--- config.mk ---
export PLATFORM = sky130hd
export DESIGN_NAME = vga_sync_gen
export DESIGN_NICKNAME = d
export VERILOG_FILES = /design/src/rtl/vga_sync_gen.sv
export SDC_FILE = /design/constraint.sdc
export NUM_CORES = 1
export LEC_CHECK = 0
export CORE_MARGIN = 2
export CORE_UTILIZATION = 25
export CTS_CLUSTER_SIZE = 24
export DETAILED_ROUTE_END_ITERATION = 7
export RECOVER_POWER = 50
export SYNTH_ARGS = -nofsm -noshare
export SYNTH_HDL_FRONTEND = slang
export SYNTH_SLANG_ARGS = --single-unit
--- constraint.sdc ---
create_clock -name clk -period 3.5 [get_ports clk]
set_clock_uncertainty 0.15 [all_clocks]
set_input_delay 0.525 -clock clk [delete_from_list [all_inputs] [get_ports clk]]
set_output_delay 0.525 -clock clk [all_outputs]
set_load 0.02 [all_outputs]
--- src/rtl/vga_sync_gen.sv ---
`default_nettype none
// ============================================================================
// Module   : vga_sync_gen
// Brief    : VGA timing generator. Produces a half-rate pixel enable, x/y
//            pixel counters, visible-area and vertical-blanking flags, a
//            completed-frame counter, and registered hsync/vsync/rgb outputs
//            that lag the presented x/y by one pixel period.
// Revision : 1.0  initial release
// ============================================================================
module vga_sync_gen #(
    parameter int H_DISPLAY = 640,
    parameter int H_FRONT   = 16,
    parameter int H_SYNC    = 96,
    parameter int H_BACK    = 48,
    parameter int V_DISPLAY = 480,
    parameter int V_FRONT   = 10,
    parameter int V_SYNC    = 2,
    parameter int V_BACK    = 33
) (
    input  logic       clk,
    input  logic       reset,
    input  logic [7:0] rgb_in,
    output logic       pixel_tick,
    output logic [9:0] x,
    output logic [9:0] y,
    output logic       video_on,
    output logic       endofframe,
    output logic [7:0] frame_count,
    output logic       hsync,
    output logic       vsync,
    output logic [7:0] rgb_out
);

    localparam int H_TOTAL = H_DISPLAY + H_FRONT + H_SYNC + H_BACK;
    localparam int V_TOTAL = V_DISPLAY + V_FRONT + V_SYNC + V_BACK;

    localparam logic [9:0] c_H_LAST   = 10'(H_TOTAL - 1);
    localparam logic [9:0] c_V_LAST   = 10'(V_TOTAL - 1);
    localparam logic [9:0] c_H_DISP   = 10'(H_DISPLAY);
    localparam logic [9:0] c_V_DISP   = 10'(V_DISPLAY);
    localparam logic [9:0] c_HS_START = 10'(H_DISPLAY + H_FRONT);
    localparam logic [9:0] c_HS_END   = 10'(H_DISPLAY + H_FRONT + H_SYNC);
    localparam logic [9:0] c_VS_START = 10'(V_DISPLAY + V_FRONT);
    localparam logic [9:0] c_VS_END   = 10'(V_DISPLAY + V_FRONT + V_SYNC);

    logic       r_tick;
    logic [9:0] r_x;
    logic [9:0] r_y;
    logic       r_video_on;
    logic       r_eof;
    logic [7:0] r_frame;
    logic       r_hsync;
    logic       r_vsync;
    logic [7:0] r_rgb;

    logic       w_x_wrap;
    logic       w_y_oor;
    logic       w_frame_done;
    logic [9:0] w_x_next;
    logic [9:0] w_y_next;
    logic       w_video_next;
    logic       w_eof_next;
    logic       w_hsync_raw;
    logic       w_vsync_raw;

    // Next-count and flag decode; ">=" comparisons also recover upset values
    always_comb begin
        w_x_wrap     = (r_x >= c_H_LAST);
        w_y_oor      = (r_y > c_V_LAST);
        w_frame_done = w_x_wrap && (r_y == c_V_LAST);
        w_x_next     = w_x_wrap ? 10'd0 : r_x + 10'd1;
        if (w_y_oor) begin
            w_y_next = 10'd0;
        end else if (w_x_wrap) begin
            w_y_next = (r_y == c_V_LAST) ? 10'd0 : r_y + 10'd1;
        end else begin
            w_y_next = r_y;
        end
        w_video_next = (w_x_next < c_H_DISP) && (w_y_next < c_V_DISP);
        w_eof_next   = (w_y_next >= c_V_DISP);
        w_hsync_raw  = !((r_x >= c_HS_START) && (r_x < c_HS_END));
        w_vsync_raw  = !((r_y >= c_VS_START) && (r_y < c_VS_END));
    end

    // Pixel enable: toggles every clk, giving one active cycle in two
    always_ff @(posedge clk or posedge reset) begin
        if (reset) begin
            r_tick <= 1'b0;
        end else begin
            r_tick <= ~r_tick;
        end
    end

    // Counters and flags registered from the next x/y so they align with x/y
    always_ff @(posedge clk or posedge reset) begin
        if (reset) begin
            r_x        <= 10'd0;
            r_y        <= 10'd0;
            r_video_on <= 1'b1;
            r_eof      <= 1'b0;
            r_frame    <= 8'd0;
        end else if (r_tick) begin
            r_x        <= w_x_next;
            r_y        <= w_y_next;
            r_video_on <= w_video_next;
            r_eof      <= w_eof_next;
            if (w_frame_done) begin
                r_frame <= r_frame + 8'd1;
            end
        end
    end

    // Monitor outputs sampled from the currently presented pixel (one pixel lag)
    always_ff @(posedge clk or posedge reset) begin
        if (reset) begin
            r_hsync <= 1'b1;
            r_vsync <= 1'b1;
            r_rgb   <= 8'h00;
        end else if (r_tick) begin
            r_hsync <= w_hsync_raw;
            r_vsync <= w_vsync_raw;
            r_rgb   <= r_video_on ? rgb_in : 8'h00;
        end
    end

    assign pixel_tick  = r_tick;
    assign x           = r_x;
    assign y           = r_y;
    assign video_on    = r_video_on;
    assign endofframe  = r_eof;
    assign frame_count = r_frame;
    assign hsync       = r_hsync;
    assign vsync       = r_vsync;
    assign rgb_out     = r_rgb;

endmodule
`default_nettype wire

==> results.sh <==
export IMPL_final_critical_path_time_including_i_o_delays_and_setup_ps=2341
export IMPL_setup_reg_to_reg_worst_slack_ps=1170
export IMPL_core_sq_um=8175
export IMPL_placement_cell_area_sq_um=2693
export IMPL_critical_path_class="reg -> out"
export IMPL_fp_dieH_microns=95.40
export IMPL_first_pass_grt_wire_length_mm=8.500
export IMPL_cts_path_max_buffers=2
export IMPL_via_count_of_the_first_global_routing_pass=1713
export IMPL_synthDistinctLibCells=42
export IMPL_result_of_the_run="finished clean"
export IMPL_syn_to_final_growth_pct=34.27
export IMPL_critPathRequiredTime_ps=2820
export IMPL_crit_buf_inv=1
export IMPL_final_layout_size_suffix_gt1_frac=0.06513
export IMPL_cts_root_buf="sky130_fd_sc_hd__clkbuf_8"
export IMPL_cp_start_kind="flip-flop"
export IMPL_post_route_drc_count=0
export IMPL_std_cell_rows=33
export IMPL_critPathMaxFanout=14
export IMPL_via_count=1809
export IMPL_rr_startpoint="x[0]"
export IMPL_setup_total_negative_slack_ps=0
export IMPL_initial_utilization=0.2554
export IMPL_synth_net_count=226
export IMPL_dr_pass1_iters=4
export IMPL_dpl_ws_ps=1170
export IMPL_p_sw_frac=0.2197
export IMPL_drv_max_cap_violation_count=0
export IMPL_netlist_area_sq_um=2088
export IMPL_floorplan_die_width_microns=95.40
export IMPL_drt_wirelength_per_cell_microns=14.07
export IMPL_rsz0062_at_grt="false"
export IMPL_cts_hold_buf=0
export IMPL_min_delay_path_depth=1
export IMPL_final_max_slew_viol_count=0
export IMPL_synth_seq_cells=41
export IMPL_timing_critical_path_slowest_stage_cell="sky130_fd_sc_hd__clkdlybuf4s50_1"
export IMPL_clock_insertion_delay_worst_skew_ps=300
export IMPL_r2r_worst_path_cells=5
export IMPL_switching_power_uw=200.1
export IMPL_design_area_sq_um=2804
export IMPL_regToRegEndpoint="frame_count[1]"
export IMPL_power_clock_fraction=0.430
export IMPL_post_cts_buffers=0
export IMPL_num_fill_cells=851
export IMPL_count_of_antenna_diodes_in_the_layout=0
export IMPL_slowest_cell_delay_on_critical_path_ps=710
export IMPL_grt_usage=0.1195
export IMPL_tritoncts_num_buffers=5
export IMPL_p_leak_uw=0.001162
export IMPL_number_of_top_level_pins=51
export IMPL_drt_initial_drc_count=92
export IMPL_maximum_number_of_pins_on_one_net_before_global_route_repair=42
export IMPL_clock_sink_count=41
export IMPL_synth_yosys_seq_area_share=0.4931
export IMPL_seq_power_share=0.528
export IMPL_worstHoldStart="frame_count[7]"
export IMPL_worst_case_hold_path_end_point="frame_count[7]"
export IMPL_path_cells="clkdlybuf4s50_1"
export IMPL_routabilityCongestion=0.8470
export IMPL_syn_instance_count=211
export IMPL_fin_ws_ps=1159
export IMPL_routed_wirelength_mm=5.149
export IMPL_relSlewSlack=0.4647
export IMPL_power_density_nw_per_um2=324.7
export IMPL_ctsResizeCount=0
export IMPL_final_setup_viol_count=0
export IMPL_power_combinational_fraction=0.042
export IMPL_class_of_the_tightest_hold_or_removal_check="reg -> reg"
export IMPL_number_of_antenna_violations_at_the_first_check_in_global_routing=0
export IMPL_internal_power_uw=710.5
export IMPL_clock_pin_transition_on_the_worst_setup_and_hold_timing_paths_ps=90
export IMPL_timing_hold_violations_final=0
export IMPL_critical_path_arrival_ps=1670
export IMPL_cp_end_kind="output port"
export IMPL_buffer_ports_inserted=50
export IMPL_nets=275
export IMPL_globalRoute_totalOverflow=0
export IMPL_crit_family="buffers and inverters"
export IMPL_drt_vias_per_instance=4.943
export IMPL_timing_worst_slew_pin_value_ps=802.9
export IMPL_die_area_sq_um=9100
export IMPL_fmax_ghz=0.4272
export IMPL_tritoncts="built"
export IMPL_final_period_utilization=0.6689
export IMPL_avgSynthCellArea_sq_um=9.897
export IMPL_clock_tree_htree_level_count=2
export IMPL_yosysWarnings=0
export IMPL_vdd_ir_drop_worst_mv=0.1572
export IMPL_detailedPlacementHpwl_mm=3.672
export IMPL_antenna_left=0
[cell usage in the layout, fill, tap and decap left out, types with 9 or more instances in the layout]
cell type                         synthesis  layout
sky130_fd_sc_hd__xnor2_1                  9       9
sky130_fd_sc_hd__nor2_1                   9       9
sky130_fd_sc_hd__dfrtp_1                 38      38
sky130_fd_sc_hd__a21oi_1                 10      10
sky130_fd_sc_hd__nand2_1                 22      22
sky130_fd_sc_hd__nand4_1                  9       9
sky130_fd_sc_hd__a22o_1                   9       9
sky130_fd_sc_hd__nand3_1                 11      11
sky130_fd_sc_hd__clkdlybuf4s50_1          0      42
sky130_fd_sc_hd__o21ai_0                 15      15
[stage by stage]
stage / total power (uW) / util / std cells / hold WS [ps]
after CTS: 927.9 / 0.3434 / 366 / 341.2
after floorplan: 506.6 / - / 211 / 411.9
after detailed placement: 531.1 / 0.3294 / 358 / 328.5
final: 910.6 / 0.3430 / 366 / 336.9
after global placement: 530.4 / 0.3294 / 358 / 323.9
after global routing: 952.6 / 0.3430 / 366 / 369.7
[cell usage after synthesis]
cell type,count,area share
sky130_fd_sc_hd__nor3_1,6,0.014
sky130_fd_sc_hd__o21ai_0,15,0.036
sky130_fd_sc_hd__mux2_2,1,0.0054
sky130_fd_sc_hd__buf_6,1,0.0054
sky130_fd_sc_hd__o31a_1,1,0.0042
sky130_fd_sc_hd__nor2_1,9,0.016
sky130_fd_sc_hd__o32a_1,1,0.0048
sky130_fd_sc_hd__dfrtp_1,38,0.46
sky130_fd_sc_hd__nand4_1,9,0.027
sky130_fd_sc_hd__o41ai_2,1,0.0078
sky130_fd_sc_hd__clkbuf_2,1,0.0024
sky130_fd_sc_hd__nor4_1,2,0.0060
sky130_fd_sc_hd__or2_0,1,0.0030
sky130_fd_sc_hd__nor4_4,1,0.010
sky130_fd_sc_hd__a211oi_1,3,0.011
sky130_fd_sc_hd__nor2b_1,1,0.0030
sky130_fd_sc_hd__ha_1,5,0.030
sky130_fd_sc_hd__a41oi_1,2,0.0084
sky130_fd_sc_hd__and3_1,5,0.015
sky130_fd_sc_hd__nand3_1,11,0.026
sky130_fd_sc_hd__o311ai_0,1,0.0042
sky130_fd_sc_hd__or4_1,1,0.0036
sky130_fd_sc_hd__nor4b_1,1,0.0042
sky130_fd_sc_hd__dfstp_2,3,0.038
sky130_fd_sc_hd__inv_1,8,0.014
sky130_fd_sc_hd__a21oi_1,10,0.024
sky130_fd_sc_hd__o31ai_1,5,0.018
sky130_fd_sc_hd__nand2_1,22,0.040
sky130_fd_sc_hd__a22o_1,9,0.038
sky130_fd_sc_hd__a21o_1,3,0.011
sky130_fd_sc_hd__nand4b_1,1,0.0042
sky130_fd_sc_hd__mux2_1,1,0.0054
sky130_fd_sc_hd__clkbuf_1,9,0.016
sky130_fd_sc_hd__and4_1,1,0.0042
sky130_fd_sc_hd__o21a_1,1,0.0036
sky130_fd_sc_hd__a31o_1,1,0.0042
sky130_fd_sc_hd__nand2b_4,1,0.0066
sky130_fd_sc_hd__and2_1,2,0.0060
sky130_fd_sc_hd__xnor2_1,9,0.038
sky130_fd_sc_hd__xor2_1,3,0.013
sky130_fd_sc_hd__o2bb2ai_1,1,0.0042
sky130_fd_sc_hd__o21ai_1,4,0.0096
[cell families (layout without fill, tap and decap cells)]
kind of cell	Yosys count	in the layout	share of synthesized area
AO/OA/AOI/OAI	58	58	0.1881
adder cells (fa/ha/maj)	5	5	0.02996
multiplexers	2	2	0.01078
flip-flops	41	41	0.4931
XOR/XNOR	12	12	0.05033
buffers and inverters	19	69	0.03834
AND/OR/NAND/NOR	74	74	0.1893
[area by class of cell]
| type | instances | area, sq um | share of cell area |
|---|---|---|---|
| inverter | 8 | 30.03 | 0.01071 |
| tap | 105 | 131.4 | 0.04685 |
| sequential | 41 | 1030 | 0.3672 |
| multi-input combinational | 151 | 978.4 | 0.3490 |
| timing repair buffer | 53 | 519.2 | 0.1852 |
| clock inverter | 3 | 46.29 | 0.01651 |
| clock buffer | 5 | 68.82 | 0.02454 |
[per-layer routing]
layer  vias to the layer above  track usage  part of all wire
li1                        874            -                 -
met1                       888       0.1633              0.49
met2                        44       0.1784              0.45
met3                         3      0.04348             0.049
met4                         0      0.03333            0.0068
met5                         -            0                 0
[power by group through the flow]
| stage | combinational [uW] | sequential, uW | clock, uW |
|---|---|---|---|
| 2_1_floorplan | 10.8 | 496 | 0 |
| 3_3_place_gp | 40.6 | 490 | 0 |
| 3_5_place_dp | 41.2 | 490 | 0 |
| 4_1_cts | 41.0 | 481 | 406 |
| 5_1_grt | 42.1 | 481 | 429 |
| 6_report | 38.0 | 481 | 392 |
[worst max-delay path by stage]
| stage | cells past startpoint | to | startpoint | slack (ps) |
|---|---|---|---|---|
| final | 1 | pixel_tick | pixel_tick | 1160 |
| after floorplan | 7 | y[4] | y[5] | 1180 |
| after CTS | 1 | pixel_tick | pixel_tick | 1120 |
| after global placement | 5 | frame_count[1] | x[1] | 1210 |
| after detailed placement | 5 | frame_count[1] | x[0] | 1170 |
| after global routing | 7 | endofframe | x[0] | 920 |
[state kept, by name (all words and copies together), names as in the netlist]
signal       count
frame_count      8
video_on         1
vsync            1
rgb_out          8
endofframe       1
x               10
pixel_tick       1
hsync            1
y               10
Note: power is estimated with default switching activity, not from simulation.
==> edit 1: new RTL, same settings <==
Put one more register stage on the output `x`, cleared by the reset. The value now appears one clock later. The other outputs are not delayed to match. Comments in the files are not updated.
--- a/src/rtl/vga_sync_gen.sv
+++ b/src/rtl/vga_sync_gen.sv
@@ -125,5 +125,11 @@
 
     assign pixel_tick  = r_tick;
-    assign x           = r_x;
+    always_ff @(posedge clk or posedge reset) begin
+        if (reset) begin
+            x <= '0;
+        end else begin
+            x <= r_x;
+        end
+    end
     assign y           = r_y;
     assign video_on    = r_video_on;
Formal check against the unedited RTL: not equivalent (a bounded check fails within 4 cycles, from zero or initial values and one cycle with reset high).
==> edit 1 against the original RTL <==
Final area increased by 16%. Sequential cell count increased by 10. Maximum frequency decreased by 7.5%. Via count increased by 11%. Largest cell class unchanged. Routed wire length increased by 10%. Count of clock-buffer cells in the layout unchanged. Synthesized area increased by 20%. Total power increased by 23%. Global-route usage decreased by 1.2 points. Worst hold slack got worse by 0.037 ns. Synthesized cell count increased by 18%. Setup slack got worse by 0.19 ns. Combinational power increased by 9.5%. Sequential share of layout area increased by 2.6 points.
==> edit 1: results <==
[clocking]
cts_max_path_buffers = 2
cts_buffers = 5
clk_pin_slew_worst_paths_ns = 0.10
clk_latency_ns = 0.30
cts_max_level = 2
cts_resized = 0
cts_setup_buffers = 0
root_buffer = clkbuf_8

[placement]
gp_congestion = 0.789
dpl-instance-area_um2 = 3120
dp_hpwl_mm = 4.09
io_buffers = 50
post-place-ws_ns = 1.01
placedCellCount = 421

[yosys]
ys_types = 50
synth-async-reset-ratio_pct = 100
yosysWarnings = 0
synth_area_leaders = dfrtp_1 48%, o21ai_0 4.6%, nand2_1 4.2%, a22o_1 3.5%, nand3_1 3.4%
synth-seq-area-share_pct = 51.2
syn_inst = 250
synthesis.nets = 265
synthTopCellsByCount = 48 x dfrtp_1, 28 x nand2_1, 23 x o21ai_0, 17 x nand3_1, 13 x clkbuf_1

[global_routing]
grt_max_degree = 37
globalRouteTotalUtil_pct = 10.8
grt_pass1_wl_mm = 9.66
grt_pass1_vias = 1941
antenna_found_initial = 0

[critical_path]
critPathMaxFanout = 10
worstPathArrival_ns = 2.55

[routing]
dr.pass1.iters = 4
dr_total_vias = 2017
drt-met1-wl_mm = 2.71
routed.top_layer = met4
route.detailed.wl_per_inst_um = 13.2
wl_mm = 5.67
drt_iter0_markers = 125
dr_wl_met3_um = 269
wl_met2_mm = 2.59

[worst_hold_path]
hold_path.class = register to register

[status]
status = finished clean

[finish]
drive_above_1_share_pct = 7.77
antenna_cells = 0
final_nets = 310
nFillCells = 1021

[power_and_ir_drop]
power_leakage_nw = 1.40
power_switching_mw = 0.221
vdd_drop_max_uv = 142

[timing]
tightestPinTransition_ns = 0.981
==> edit 1: cell count changes after synthesis, sizes merged, moves of 3 or more <==
cell / change
clkbuf: +3
dfrtp: +10
nand2: +6
nand3: +6
nor2: +4
nor4: -3
o21ai: +4
or3: +4
xnor2: -5
==> edit 1: cells by family after synthesis <==
family                     synth area share (%)
buffers and inverters                      3.75
and+or+nand+nor                            20.2
xor gates and xnor gates                   2.80
adders and majority gates                  2.50
AOI/OAI and AO/OA                          18.7
DFF                                        51.2
muxes                                     0.851
==> edit 1: layer usage <==
layer,vias up,global-route usage [%]
met4,0,3.57
li1,1000,-
met3,9,2.88
met5,-,0
met2,35,17.3
met1,973,14.1
==> edit 1: area by class of cell <==
cell class / count / area [µm²] / area share, %
inverter: 9 / 33.8 / 1.04
clock buffer: 5 / 68.8 / 2.11
multi-input combinational: 176 / 1130 / 34.6
sequential: 51 / 1280 / 39.3
clock inverter: 3 / 67.6 / 2.08
timing repair buffer: 52 / 513 / 15.8
tap: 133 / 166 / 5.11
==> edit 1: power groups by stage <==
stage | Sequential, mW | Combinational [mW] | Clock (mW)
2_1_floorplan | 0.614 | 0.0126 | 0
3_3_place_gp | 0.608 | 0.0434 | 0
3_5_place_dp | 0.608 | 0.0440 | 0
4_1_cts | 0.596 | 0.0441 | 0.501
5_1_grt | 0.597 | 0.0460 | 0.520
6_report | 0.596 | 0.0416 | 0.482
==> edit 1: worst max-delay path, stage by stage (launching register included) <==
cell and delay (ns):
dfrtp_1 0.49, or4_4 0.60, nor3_1 0.53, nor2_1 0.14, a2bb2oi_1 0.24, a311o_1 0.15
o221ai_1 0.10
==> edit 1: path summary, 6_finish.rpt <==
kind | slack, ns | cells after the start | start | end
worst min-delay path | 0.30 | 0 | r_x[1]$_DFFE_PP0P_ | x[1]$_DFF_PP0_
worst max register to register | 0.97 | 6 | y[5]$_DFFE_PP0P_ | endofframe$_DFFE_PP0P_
max in group asynchronous | 1.29 | 3 | reset | x[7]$_DFF_PP0_
min in group asynchronous | 0.74 | 2 | reset | y[1]$_DFFE_PP0P_
worst min register to register | 0.30 | 0 | r_x[1]$_DFFE_PP0P_ | x[1]$_DFF_PP0_
worst max-delay path | 0.97 | 6 | y[5]$_DFFE_PP0P_ | endofframe$_DFFE_PP0P_
==> edit 2: new RTL, same flow settings <==
Made on the original files. Set the parameter `V_FRONT` to 7 (it was 10).
--- a/src/rtl/vga_sync_gen.sv
+++ b/src/rtl/vga_sync_gen.sv
@@ -14,5 +14,5 @@
     parameter int H_BACK    = 48,
     parameter int V_DISPLAY = 480,
-    parameter int V_FRONT   = 10,
+    parameter int V_FRONT   = 7,
     parameter int V_SYNC    = 2,
     parameter int V_BACK    = 33
Formal check against the unedited RTL: no difference found for any inputs over 10 cycles, from zero or initial values and one cycle with reset high; that may be too few to reach the edited logic, so the function may still have changed.
==> edit 2 against the original RTL <==
Maximum frequency down 8.3%. Total power is 7.0% lower. Combinational power is 1% lower. Sequential share of layout area fell by 1.2 points. Sequential cell count did not move. Routed wire length up 8.2%. Synthesized area grew 5.8%. Final area is 3.3% higher. Register-to-register slack got worse by 0.22 ns. Setup slack got worse by 0.21 ns. Worst hold slack worse by 0.023 ns. Critical path type is now register to register.
==> edit 2: results <==
[yosys]
avgSynthCellArea_um2 = 9.64
ys.flop_type = dfrtp_1
yosysWarnings = 0
synthTopCellsByCount = 38 x dfrtp_1, 24 x nand2_1, 21 x o21ai_0, 13 x nor2_1, 11 x nand3_1
synth_area_leaders = dfrtp_1 43%, o21ai_0 4.8%, nand2_1 4.1%, dfstp_2 3.6%, ha_1 3.4%
ys_types = 50
synth-seq-area-share_pct = 46.6
synthesis.nets = 245

[die]
initial_core_util_pct = 25.6

[global_routing]
antenna_found_initial = 0
grt_pass1_wl_mm = 9.47
globalRouteTotalUtil_pct = 12.0

[power_and_ir_drop]
comb-power_mw = 0.0376
power_switching_mw = 0.210
power.share.sequential_pct = 56.8
vdd_drop_max_uv = 149
power_density_nw_per_um2 = 292
power_leakage_nw = 1.18

[status]
status = finished clean

[routing]
drt_iter0_markers = 104
vias_per_cell = 5.01
dr_total_vias = 1924
route.detailed.wl_per_inst_um = 14.5
dr.pass1.iters = 4

[finish]
nFillCells = 883
drive_above_1_share_pct = 8.33
final_nets = 291
final_area_um2 = 2900
antenna_cells = 0

[clocking]
cts_max_path_buffers = 2
root_buffer = clkbuf_8

[critical_path]
critical_path.top_delay_family = simple AND/OR/NAND/NOR gates
critPathMaxFanout = 8
slowest_delay_ns = 0.43
crit_slowest_cell = dfrtp_1
worstPathArrival_ns = 2.62

[placement]
gp_congestion = 0.855
post-place-ws_ns = 0.988
placedCellCount = 376
dpl-instance-area_um2 = 2800
dp_hpwl_mm = 3.95

[timing]
maxSlewHeadroom_pct = 53.4
## edit 2: cell types whose count changed in the layout (fill, tap and decap cells not counted), moves of 3 or more
cell     delta
o21ai_1     -3
o21ai_0     +6
o41ai_1     +3
a21o_1      -3
nor2_1      +4
## edit 2: final timing paths
path                                            start                    endpoint  slack, ns  cells after the start
max reg2reg                          x[1]$_DFFE_PP0P_  frame_count[7]$_DFFE_PP0P_       0.95                      8
min reg2reg                frame_count[7]$_DFFE_PP0P_  frame_count[7]$_DFFE_PP0P_       0.31                      1
max in group asynchronous                       reset           hsync$_DFFE_PP1P_       2.17                      3
min                        frame_count[7]$_DFFE_PP0P_  frame_count[7]$_DFFE_PP0P_       0.31                      1
min in group asynchronous                       reset  frame_count[5]$_DFFE_PP0P_       0.64                      3
max                                  x[1]$_DFFE_PP0P_  frame_count[7]$_DFFE_PP0P_       0.95                      8
## edit 2: logic make-up (layout without fill, tap and decap cells)
group                    after synthesis  in the layout  share of synthesized area (%)
multiplexers                           4              4                           1.93
AND/OR/NAND/NOR                       83             83                           20.4
flip-flops                            41             41                           46.6
AO/OA/AOI/OAI                         60             60                           18.4
XOR/XNOR                              12             12                           4.76
adder cells (fa/ha/maj)                6              6                           3.40
buffers and inverters                 23             70                           4.53
## edit 2: layout make-up
type                       count  area share [%]
clock buffer                   5            2.38
clock inverter                 3           0.778
inverter                       8            1.04
multi-input combinational    165            37.3
sequential                    41            35.6
tap                          108            4.67
timing repair buffer          54            18.3
## edit 2: per-layer routing
metal | GRT usage (%) | part of all wire, % | vias up
met5 | 0 | 0 | -
met4 | 3.10 | 0.54 | 0
met3 | 3.08 | 6.1 | 4
met2 | 19.3 | 47 | 73
met1 | 16.2 | 46 | 924
li1 | - | - | 923
